===== config.mk =====
export PLATFORM = sky130hd
export DESIGN_NAME = button_conditioner
export DESIGN_NICKNAME = d
export VERILOG_FILES = /design/src/rtl/btn_pkg.sv /design/src/rtl/btn_channel.sv /design/src/rtl/button_conditioner.sv
export SDC_FILE = /design/constraint.sdc
export NUM_CORES = 1
export LEC_CHECK = 0
export BUFFER_PORTS_ARGS = -buffer_cell sky130_fd_sc_hd__buf_2
export CORE_MARGIN = 2
export CORE_UTILIZATION = 40
export CTS_CLUSTER_SIZE = 30
export DETAILED_ROUTE_END_ITERATION = 8
export HOLD_SLACK_MARGIN = 0.06
export SLEW_MARGIN = 40
export SYNTH_ARGS = -nofsm -noshare
export SYNTH_HDL_FRONTEND = slang
export SYNTH_SLANG_ARGS = --single-unit

===== constraint.sdc =====
create_clock -name clk -period 2.35 [get_ports clk]
set_input_delay 0.235 -clock clk [delete_from_list [all_inputs] [get_ports clk]]
set_output_delay 0.235 -clock clk [all_outputs]
set_load 0.02 [all_outputs]

===== src/rtl/btn_pkg.sv =====
// Shared types and default constants for the button conditioner.
package btn_pkg;

  typedef enum logic [1:0] {
    IDLE         = 2'd0,
    PRESS_WAIT   = 2'd1,
    HELD         = 2'd2,
    RELEASE_WAIT = 2'd3
  } btn_state_t;

  // 1 ms of stability at 100 MHz
  localparam int unsigned DEBOUNCE_CYCLES_DEF = 100000;
  localparam int unsigned SYNC_STAGES_DEF     = 2;

endpackage


===== src/rtl/btn_channel.sv =====
// One button channel: synchroniser, debounce FSM, press/release pulses.
// Auto-repeat on a held button is built only when BTN_REPEAT_EN is defined.
//
// state        | meaning
// IDLE         | released, level 0
// PRESS_WAIT   | input high, counting stable cycles before accepting press
// HELD         | pressed, level 1 (repeat timer runs here when enabled)
// RELEASE_WAIT | input low, counting stable cycles before accepting release
module btn_channel
  import btn_pkg::*;
#(
  parameter int unsigned SYNC_STAGES     = SYNC_STAGES_DEF,
  parameter int unsigned DEBOUNCE_CYCLES = DEBOUNCE_CYCLES_DEF,
  parameter int unsigned REPEAT_DELAY    = 50000000,
  parameter int unsigned REPEAT_PERIOD   = 10000000
) (
  input  logic clk,
  input  logic reset,
  input  logic bi,
  output logic level,
  output logic press,
  output logic release_pulse
);

  localparam int CNT_W = $clog2(DEBOUNCE_CYCLES + 1);
  localparam logic [CNT_W-1:0] CNT_TERM = CNT_W'(DEBOUNCE_CYCLES);
  localparam logic [CNT_W-1:0] CNT_ONE  = CNT_W'(1);

  localparam logic [1:0] ST_IDLE         = IDLE;
  localparam logic [1:0] ST_PRESS_WAIT   = PRESS_WAIT;
  localparam logic [1:0] ST_HELD         = HELD;
  localparam logic [1:0] ST_RELEASE_WAIT = RELEASE_WAIT;

  logic [SYNC_STAGES-1:0] sync;
  logic                   s;
  logic [1:0]             state;
  logic [CNT_W-1:0]       cnt;
  logic                   rpt_fire;

  always_ff @(posedge clk) begin
    if (reset) sync <= '0;
    else       sync <= {sync[SYNC_STAGES-2:0], bi};
  end

  assign s = sync[SYNC_STAGES-1];

`ifdef BTN_REPEAT_EN
  localparam int unsigned RPT_MAX = (REPEAT_DELAY > REPEAT_PERIOD) ? REPEAT_DELAY : REPEAT_PERIOD;
  localparam int RPT_W = $clog2(RPT_MAX + 1);

  logic [RPT_W-1:0] rpt_cnt;
  logic [RPT_W-1:0] rpt_next;
  logic [RPT_W-1:0] rpt_target;
  logic             rpt_armed;

  // First repeat waits REPEAT_DELAY, later ones REPEAT_PERIOD
  assign rpt_next   = rpt_cnt + RPT_W'(1);
  assign rpt_target = rpt_armed ? RPT_W'(REPEAT_PERIOD) : RPT_W'(REPEAT_DELAY);
  assign rpt_fire   = (state == ST_HELD) && s && (rpt_next == rpt_target);

  always_ff @(posedge clk) begin
    if (reset || state != ST_HELD || !s) begin
      rpt_cnt   <= '0;
      rpt_armed <= 1'b0;
    end else if (rpt_fire) begin
      rpt_cnt   <= '0;
      rpt_armed <= 1'b1;
    end else begin
      rpt_cnt   <= rpt_next;
    end
  end
`else
  logic unused_rpt;
  assign unused_rpt = (REPEAT_DELAY != 0) ^ (REPEAT_PERIOD != 0);
  assign rpt_fire   = 1'b0;
`endif

  always_ff @(posedge clk) begin
    if (reset) begin
      state         <= ST_IDLE;
      cnt           <= '0;
      level         <= 1'b0;
      press         <= 1'b0;
      release_pulse <= 1'b0;
    end else begin
      press         <= 1'b0;
      release_pulse <= 1'b0;
      case (state)
        ST_IDLE: begin
          level <= 1'b0;
          if (s) begin
            state <= ST_PRESS_WAIT;
            cnt   <= CNT_ONE;
          end
        end
        ST_PRESS_WAIT: begin
          if (!s) begin
            state <= ST_IDLE;
            cnt   <= '0;
          end else if (cnt == CNT_TERM) begin
            state <= ST_HELD;
            cnt   <= '0;
            level <= 1'b1;
            press <= 1'b1;
          end else begin
            cnt <= cnt + CNT_ONE;
          end
        end
        ST_HELD: begin
          level <= 1'b1;
          if (!s) begin
            state <= ST_RELEASE_WAIT;
            cnt   <= CNT_ONE;
          end else if (rpt_fire) begin
            press <= 1'b1;
          end
        end
        ST_RELEASE_WAIT: begin
          if (s) begin
            state <= ST_HELD;
            cnt   <= '0;
          end else if (cnt == CNT_TERM) begin
            state         <= ST_IDLE;
            cnt           <= '0;
            level         <= 1'b0;
            release_pulse <= 1'b1;
          end else begin
            cnt <= cnt + CNT_ONE;
          end
        end
        default: begin
          state <= ST_IDLE;
          cnt   <= '0;
          level <= 1'b0;
        end
      endcase
    end
  end

endmodule


===== src/rtl/button_conditioner.sv =====
// N_BTN independent debounced button channels; auto-repeat under BTN_REPEAT_EN.
// The release output is named release_pulse because "release" is a reserved word.
module button_conditioner
  import btn_pkg::*;
#(
  parameter int unsigned N_BTN           = 4,
  parameter int unsigned SYNC_STAGES     = SYNC_STAGES_DEF,
  parameter int unsigned DEBOUNCE_CYCLES = DEBOUNCE_CYCLES_DEF,
  parameter int unsigned REPEAT_DELAY    = 50000000,
  parameter int unsigned REPEAT_PERIOD   = 10000000
) (
  input  logic             clk,
  input  logic             reset,
  input  logic [N_BTN-1:0] bi,
  output logic [N_BTN-1:0] level,
  output logic [N_BTN-1:0] press,
  output logic [N_BTN-1:0] release_pulse
);

  for (genvar i = 0; i < N_BTN; i++) begin : g_ch
    btn_channel #(
      .SYNC_STAGES    (SYNC_STAGES),
      .DEBOUNCE_CYCLES(DEBOUNCE_CYCLES),
      .REPEAT_DELAY   (REPEAT_DELAY),
      .REPEAT_PERIOD  (REPEAT_PERIOD)
    ) u_ch (
      .clk          (clk),
      .reset        (reset),
      .bi           (bi[i]),
      .level        (level[i]),
      .press        (press[i]),
      .release_pulse(release_pulse[i])
    );
  end

endmodule


==> impl_metrics.toml, run 1 <==
[critical_path]
r2r_cells = 5
critical_path_cell_count = 5
critical_path.slowest_cell = "sky130_fd_sc_hd__or4b_2"
worstSetupEndpointType = "flip-flop"
timing.critical_path.from_type = "flip-flop"
criticalPathCategory = "flip-flop to flip-flop"
regToRegSetupSlack_ns = 0.16
worstPathRequired_ns = 2.60
timing.critical_path.cells = "or4b_2, nor4_4, or2_1, o21ai_1, a32o_1"
worst-path-buf-inv = 0
critical-path-max-stage-delay_ns = 0.71
path_delay_family = "simple AND/OR/NAND/NOR gates"
timing.rr.end = "g_ch[0].u_ch.cnt[15]$_SDFFE_PP0P_"
critical_path.max_fanout = 9
worst_ep_arrival_time_ns = 2.43
reg_to_reg_critical_path_startpoint = "g_ch[0].u_ch.cnt[12]$_SDFFE_PP0P_"

[global_route]
pin_count_of_the_biggest_net_entering_global_routing = 65
grt.total_usage_pct = 17.8
overflow = 0
wire_length_of_the_first_global_routing_pass_um = 20900
grt_antenna_before_repair = 0
via_count_of_the_first_global_routing_pass = 4440

[hold_path]
worst_min_delay_path_startpoint = "bi[3]"
hold_class = "primary input to flip-flop"
hold_path_depth = 2
holdPathEnd = "g_ch[3].u_ch.sync[0]$_SDFF_PP0_"

[yosys]
yosys_most_used_dff = "sky130_fd_sc_hd__dfxtp_1"
synth.most_common_cell = "sky130_fd_sc_hd__dfxtp_1"
synthesis.nets = 661
synthesis.area_per_instance_um2 = 8.42
synth_top_area_cell = "sky130_fd_sc_hd__dfxtp_1"
syn_inst = 631
synth_async_sr_flop_share_pct = 0
yosysTopAreaCellShare_pct = 36.2
synthesis.area_mm2 = 0.00531
synth_edf_count = 0
ys.warnings.count = 0
synth_commonest_cells = "sky130_fd_sc_hd__dfxtp_1, sky130_fd_sc_hd__nor2_1, sky130_fd_sc_hd__nand2_1"
ys_seq_area_share_pct = 36.2
yosys-top-cells-area = "sky130_fd_sc_hd__dfxtp_1, sky130_fd_sc_hd__ha_1, sky130_fd_sc_hd__nor2_1, sky130_fd_sc_hd__nand2_1, sky130_fd_sc_hd__mux2i_1"
post_synth_cell_types = 64
synth_seq_cells = 96

[power_and_ir_drop]
power.ir.vdd_worst_mv = 0.255
clkPwrFrac_pct = 40.6
leakage_nw = 2.11
int_power_w = 0.00273
power_per_cell_area_mw_per_mm2 = 624
switchingPower_w = 0.000964
share_seq_of_total_power_pct = 46.3
power.combinational.fraction_pct = 13.1
switch_share_pct = 26.1

[routing]
final_antenna_net_count = 0
dr_total_vias = 4648
drc = 0
drt_wl_total_um = 12000
viasPerCell = 5.62
first_iter_violations = 344
firstDrtPassIters = 5
wl_per_cell_um = 14.5

[sta]
timing.final.ws_setup_ns = 0.163
final.setup_skew_ns = 0.00651
fin_tns_setup_ns = 0
fin_crit_sh_pct = 93.0
min_period_ns = 2.19
max_slew_margin_pct = 46.2
slew_viol_final = 0
timing_worst_slew_pin_value_ns = 0.802
final_report_setup_violation_count = 0
grt_setup_unrepaired = "no"
fmax_mhz = 457
report.final.hold_viol_count = 0

[final_layout]
fin_nets = 676
final.fill_count = 1279
antenna-diode-count = 0
flow.area_growth_from_synthesis_pct = 11.6
drive_gt1_share_pct = 12.0
finalNonFillerCells = 827

[placement]
numPortBuffers = 17
gp_congestion = 0.890
dpl_ws_ns = 0.162
placed_cells_incl_taps = 811
dp.final_hpwl_um = 8210

[clock_network]
cts_setup_buffers = 0
cts.sink_count = 96
cts_made_buffers = 9
cts_max_level = 3
cts_tree = "done"
clk-insertion-delay-late_ns = 0.35
clock_tree.buffer_depth = 2
cts.root.buffer_cell = "sky130_fd_sc_hd__clkbuf_16"
cts-hold-fix-buffers = 0
clk_pin_slew_ns = 0.07

[floorplanning]
design.die.area_mm2 = 0.0142
placementRows = 42
die_x_extent_um = 119
initial_utilization_pct = 40.6
io_pins = 18
design.core.area_mm2 = 0.0131
fp.dieH_um = 119

[job]
drv.max_cap_violation_count = 0

[run_status]
status = "finished, final reports clean"
[what timing repair did]
action	CTS	global route
endpoints found under the hold margin	0	0
gates resized for setup	0	1
endpoints found under the setup margin	0	2
[power by group through the flow]
stage / Sequential (W) / Clock, W / Combinational, W
floorplan: 0.00174 / 0 / 0.000363
global placement: 0.00175 / 0 / 0.000469
detailed placement: 0.00175 / 0 / 0.000479
CTS: 0.00171 / 0.00154 / 0.000481
global route: 0.00172 / 0.00161 / 0.000545
finish: 0.00171 / 0.00150 / 0.000484
[cell usage in the layout (no fill, tap or decap), types with 4 or more instances in the layout]
| cell | n |
|---|---|
| sky130_fd_sc_hd__a21oi_1 | 29 |
| sky130_fd_sc_hd__a31oi_1 | 6 |
| sky130_fd_sc_hd__a32o_1 | 6 |
| sky130_fd_sc_hd__and2_1 | 7 |
| sky130_fd_sc_hd__and3_1 | 13 |
| sky130_fd_sc_hd__and4_1 | 7 |
| sky130_fd_sc_hd__buf_2 | 17 |
| sky130_fd_sc_hd__buf_4 | 27 |
| sky130_fd_sc_hd__clkbuf_16 | 9 |
| sky130_fd_sc_hd__dfxtp_1 | 96 |
| sky130_fd_sc_hd__ha_1 | 24 |
| sky130_fd_sc_hd__inv_1 | 22 |
| sky130_fd_sc_hd__mux2_2 | 4 |
| sky130_fd_sc_hd__mux2i_1 | 16 |
| sky130_fd_sc_hd__nand2_1 | 45 |
| sky130_fd_sc_hd__nand3_1 | 28 |
| sky130_fd_sc_hd__nand4_1 | 22 |
| sky130_fd_sc_hd__nand4b_1 | 6 |
| sky130_fd_sc_hd__nor2_1 | 71 |
| sky130_fd_sc_hd__nor2b_1 | 14 |
| sky130_fd_sc_hd__nor3_1 | 23 |
| sky130_fd_sc_hd__nor3b_1 | 7 |
| sky130_fd_sc_hd__nor4_1 | 9 |
| sky130_fd_sc_hd__o211ai_1 | 6 |
| sky130_fd_sc_hd__o21ai_0 | 21 |
| sky130_fd_sc_hd__o21ai_1 | 5 |
| sky130_fd_sc_hd__o32ai_1 | 5 |
| sky130_fd_sc_hd__or3_1 | 6 |
| sky130_fd_sc_hd__or4_1 | 4 |
| sky130_fd_sc_hd__or4b_2 | 4 |
| sky130_fd_sc_hd__xnor2_1 | 11 |
| sky130_fd_sc_hd__xor2_1 | 14 |
[worst max-delay path by stage]
| stage | from | to | slack [ns] |
|---|---|---|---|
| 2_1_floorplan | g_ch[0].u_ch.cnt[2]$_SDFFE_PP0P_ | g_ch[0].u_ch.cnt[16]$_SDFFE_PP0P_ | 0.29 |
| 3_3_place_gp | g_ch[2].u_ch.cnt[3]$_SDFFE_PP0P_ | g_ch[2].u_ch.cnt[8]$_SDFFE_PP0P_ | 0.21 |
| 3_5_place_dp | g_ch[2].u_ch.cnt[3]$_SDFFE_PP0P_ | g_ch[2].u_ch.cnt[8]$_SDFFE_PP0P_ | 0.16 |
| 4_1_cts | g_ch[2].u_ch.cnt[3]$_SDFFE_PP0P_ | g_ch[2].u_ch.cnt[8]$_SDFFE_PP0P_ | 0.12 |
| 5_1_grt | g_ch[0].u_ch.cnt[12]$_SDFFE_PP0P_ | g_ch[0].u_ch.cnt[3]$_SDFFE_PP0P_ | 0.02 |
| 6_report | g_ch[0].u_ch.cnt[12]$_SDFFE_PP0P_ | g_ch[0].u_ch.cnt[15]$_SDFFE_PP0P_ | 0.16 |
[registers in the layout, summed over array words and instances, names as in the netlist, named ones only]
| register | count |
|---|---|
| g_ch.u_ch.cnt | 68 |
| g_ch.u_ch.level | 4 |
| g_ch.u_ch.press | 4 |
| g_ch.u_ch.state | 4 |
| g_ch.u_ch.release_pulse | 4 |
| g_ch.u_ch.sync | 8 |
[kinds of logic (layout without fill, tap and decap cells)]
logic type / Yosys count / count (layout) / synth area share, %
adder cells (fa/ha/maj): 24 / 24 / 5.65
AND/OR/NAND/NOR: 292 / 292 / 30.6
buffers and inverters: 64 / 84 / 5.79
flip-flops: 96 / 96 / 36.2
multiplexers: 20 / 20 / 3.86
AO/OA/AOI/OAI: 110 / 110 / 13.8
XOR/XNOR: 25 / 25 / 4.12
[through the flow]
step	hold WS [ns]	total power, W	util (%)	cell area (µm²)
after floorplan	0.363	0.00210	-	5310
after detailed placement	0.435	0.00223	43.0	5620
after global routing	0.106	0.00387	45.3	5930
final	0.0919	0.00370	45.3	5930
after global placement	0.425	0.00221	43.0	5620
after CTS	0.0835	0.00373	45.2	5920
[worst reg2reg max path, cell delays in order, from the launching register on]
cell and delay (ns):
sky130_fd_sc_hd__dfxtp_1 0.36, sky130_fd_sc_hd__or4b_2 0.71, sky130_fd_sc_hd__nor4_4 0.27, sky130_fd_sc_hd__or2_1 0.36, sky130_fd_sc_hd__o21ai_1 0.12, sky130_fd_sc_hd__a32o_1 0.26
[layer usage]
| layer | vias to the layer above | track usage [%] | part of all wire [%] |
|---|---|---|---|
| met2 | 102 | 28.6 | 46 |
| met1 | 2212 | 23.8 | 49 |
| met3 | 19 | 2.54 | 3.9 |
| met5 | - | 0 | 0 |
| met4 | 0 | 7.89 | 1.8 |
| li1 | 2315 | - | - |
[layout make-up]
type	instances	area, µm²	area share, %
clock inverters	3	40.0	0.675
multi-input cells	471	3090	52.2
clock buffers	13	260	4.39
repair buffers	45	308	5.19
inverters	23	86.3	1.46
flip-flops and latches	96	1920	32.4
well taps	176	220	3.71
Note: power is estimated with default switching activity, not from simulation.
==> run 2, diff against run 1 <==
- SYNTH_HIERARCHICAL: unset -> 1
- clock period: 2.35 -> 2.28 ns (I/O delays scaled with it)
==> run 2 against run 1 <==
Compared with the run above:
- non-clock buffer count shrank 9
- cell area down 5.1%
- clock-buffer cell count is 4 lower
- die area fell by 6.0%
- global-route usage decreased by 1.7 points
- sequential power up 4%
- critical endpoint is now g_ch[3].u_ch/cnt[10]$_SDFFE_PP0P_
- worst hold slack lost 0.010 ns
==> impl_metrics.toml, run 2 <==
[clock_network]
cts_max_level = 3
cts.root.buffer_cell = "sky130_fd_sc_hd__clkbuf_16"
cts_tree = "done"
clk_pin_slew_ns = 0.07
cts_made_buffers = 9
clk-insertion-delay-late_ns = 0.35
clock_tree.buffer_depth = 2
cts.sink_count = 96

[yosys]
synth_async_sr_flop_share_pct = 0
synth_seq_cells = 96
synthesis.nets = 597
synthesis.area_per_instance_um2 = 8.79
synth_edf_count = 0
yosys-top-cells-area = "sky130_fd_sc_hd__dfxtp_1, sky130_fd_sc_hd__ha_1, sky130_fd_sc_hd__xor2_1, sky130_fd_sc_hd__nor2_1, sky130_fd_sc_hd__mux2i_1"
syn_inst = 567
synth.most_common_cell = "sky130_fd_sc_hd__dfxtp_1"
post_synth_cell_types = 49
synthesis.area_mm2 = 0.00498
ys.warnings.count = 6
synth_top_area_cell = "sky130_fd_sc_hd__dfxtp_1"
yosys_most_used_dff = "sky130_fd_sc_hd__dfxtp_1"
synth_commonest_cells = "sky130_fd_sc_hd__dfxtp_1, sky130_fd_sc_hd__nor2_1, sky130_fd_sc_hd__a21oi_1, sky130_fd_sc_hd__nand2_1, sky130_fd_sc_hd__xor2_1"
yosysTopAreaCellShare_pct = 38.6
ys_seq_area_share_pct = 38.6

[global_route]
grt_antenna_before_repair = 0
wire_length_of_the_first_global_routing_pass_um = 17600
pin_count_of_the_biggest_net_entering_global_routing = 21
overflow = 0
grt.total_usage_pct = 16.2
via_count_of_the_first_global_routing_pass = 3858

[routing]
viasPerCell = 5.25
firstDrtPassIters = 4
wl_per_cell_um = 13.0
final_antenna_net_count = 0
dr_total_vias = 4000
first_iter_violations = 250
drc = 0
drt_wl_total_um = 9890

[hold_path]
hold_class = "primary input to flip-flop"
hold_path_depth = 2
holdPathEnd = "g_ch[1].u_ch/sync[0]$_SDFF_PP0_"
worst_min_delay_path_startpoint = "bi[1]"

[final_layout]
layout_commonest_cell = "sky130_fd_sc_hd__dfxtp_1"
largest_reg_flops = 68
flow.area_growth_from_synthesis_pct = 12.9
drive_gt1_share_pct = 10.8
largest_registers = "g_ch.u_ch/cnt (68), g_ch.u_ch/sync (8)"
mostFrequentLayoutCells = "sky130_fd_sc_hd__dfxtp_1, sky130_fd_sc_hd__nor2_1, sky130_fd_sc_hd__a21oi_1, sky130_fd_sc_hd__nand2_1, sky130_fd_sc_hd__xor2_1"
fin_nets = 619
antenna-diode-count = 0
max_flop_register = "g_ch.u_ch/cnt"

[critical_path]
timing.rr.end = "g_ch[3].u_ch/cnt[10]$_SDFFE_PP0P_"
r2r_cells = 6
reg_to_reg_critical_path_startpoint = "g_ch[3].u_ch/cnt[12]$_SDFFE_PP0P_"
critical_path.slowest_cell = "sky130_fd_sc_hd__or4_4"
worstPathRequired_ns = 2.52
worst-path-buf-inv = 1
regToRegSetupSlack_ns = 0.14
critical-path-max-stage-delay_ns = 0.57
worstSetupEndpointType = "flip-flop"
criticalPathCategory = "flip-flop to flip-flop"
timing.critical_path.cells = "or4b_4, or4_4, a211oi_4, or3_4, buf_12, nor2_1"
timing.critical_path.from_type = "flip-flop"
critical_path_cell_count = 6
worst_ep_arrival_time_ns = 2.39
critical_path.max_fanout = 14
path_delay_family = "simple AND/OR/NAND/NOR gates"

[sta]
fin_crit_sh_pct = 94.0
min_period_ns = 2.14
max_slew_margin_pct = 60.3
slew_viol_final = 0
fmax_mhz = 466
grt_setup_unrepaired = "no"
fin_tns_setup_ns = 0
timing_worst_slew_pin_value_ns = 0.588
final_report_setup_violation_count = 0
timing.final.ws_setup_ns = 0.136
final.setup_skew_ns = 0.00769
fin_hold_ws_ns = 0.0818
report.final.hold_viol_count = 0

[power_and_ir_drop]
power_per_cell_area_mw_per_mm2 = 686
power.ir.vdd_worst_mv = 0.381
leakage_nw = 1.96
design_power_total_w = 0.00386

[placement]
dp.final_hpwl_um = 6930
dpl_ws_ns = 0.0276
numPortBuffers = 17
gp_congestion = 0.795

[floorplanning]
initial_utilization_pct = 41.1
design.core.area_mm2 = 0.0121
die_x_extent_um = 116
design.die.area_mm2 = 0.0134
fp.dieH_um = 116
io_pins = 18
placementRows = 40

[run_status]
status = "finished, final reports clean"

[job]
drv.max_cap_violation_count = 0
run 2: timing repair:
action,in CTS,in global routing
endpoints found under the setup margin,0,16
hold buffers,0,0
buffers inserted,0,2
resized for setup,0,5
run 2: area by class of cell:
| class | count | area [µm²] |
|---|---|---|
| fillers | 1214 | 6490 |
| multi-input cells | 425 | 2870 |
| flip-flops and latches | 96 | 1920 |
| repair buffers | 36 | 240 |
| clock buffers | 9 | 225 |
| well taps | 168 | 210 |
| inverters | 21 | 78.8 |
| clock inverters | 7 | 77.6 |
run 2: how the worst max path moves through the flow:
stage | startpoint | end | slack [ns]
finish | g_ch[3].u_ch/cnt[12]$_SDFFE_PP0P_ | g_ch[3].u_ch/cnt[10]$_SDFFE_PP0P_ | 0.14
global route | g_ch[2].u_ch/state[0]$_SDFFE_PP0P_ | g_ch[2].u_ch/cnt[11]$_SDFFE_PP0P_ | 0.02
CTS | g_ch[3].u_ch/cnt[12]$_SDFFE_PP0P_ | g_ch[3].u_ch/cnt[3]$_SDFFE_PP0P_ | 0.01
detailed placement | g_ch[3].u_ch/cnt[12]$_SDFFE_PP0P_ | g_ch[3].u_ch/cnt[3]$_SDFFE_PP0P_ | 0.03
global placement | g_ch[3].u_ch/cnt[12]$_SDFFE_PP0P_ | g_ch[3].u_ch/cnt[14]$_SDFFE_PP0P_ | 0.05
floorplan | g_ch[3].u_ch/cnt[12]$_SDFFE_PP0P_ | g_ch[3].u_ch/cnt[12]$_SDFFE_PP0P_ | 0.07
run 2: power by group:
group | leakage, nW | internal [W] | switching, W | total [W]
registers | 0.777 | 0.00172 | 0.0000462 | 0.00177
logic | 1.03 | 0.000213 | 0.000325 | 0.000538
clock network | 0.147 | 0.000862 | 0.000687 | 0.00155
total | 1.96 | 0.00280 | 0.00106 | 0.00386
run 2: metal layers:
layer  vias up  track usage [%]  part of all wire (%)
li1       2082                -                     -
met1      1866             20.2                    48
met2        46             27.5                    48
met3         6             4.65                   3.1
met4         0             4.29                  0.98
met5         -                0                     0
run 2: stage by stage:
stage	instances	instance area, µm²	util [%]
after floorplan	567	4980	-
after global routing	762	5620	46.4
final	762	5620	46.4
after CTS	760	5590	46.1
after detailed placement	744	5280	43.6
after global placement	744	5280	43.6
run 2: cells by family (layout without fill, tap and decap cells):
kind of cell	after synthesis	count (layout)	share of synthesized area, %
simple gates	254	254	28.8
flops	96	96	38.6
compound gates	85	85	10.6
buf+inv	46	73	4.29
xor+xnor	41	41	7.21
fa+ha+maj	24	24	6.03
mux	21	21	4.54
run 2: worst reg2reg max path: stages, from the launching register on:
cell and delay (ns):
sky130_fd_sc_hd__dfxtp_1 0.31, sky130_fd_sc_hd__or4b_4 0.54, sky130_fd_sc_hd__or4_4 0.58, sky130_fd_sc_hd__a211oi_4 0.26
sky130_fd_sc_hd__or3_4 0.18, sky130_fd_sc_hd__buf_12 0.13, sky130_fd_sc_hd__nor2_1 0.05
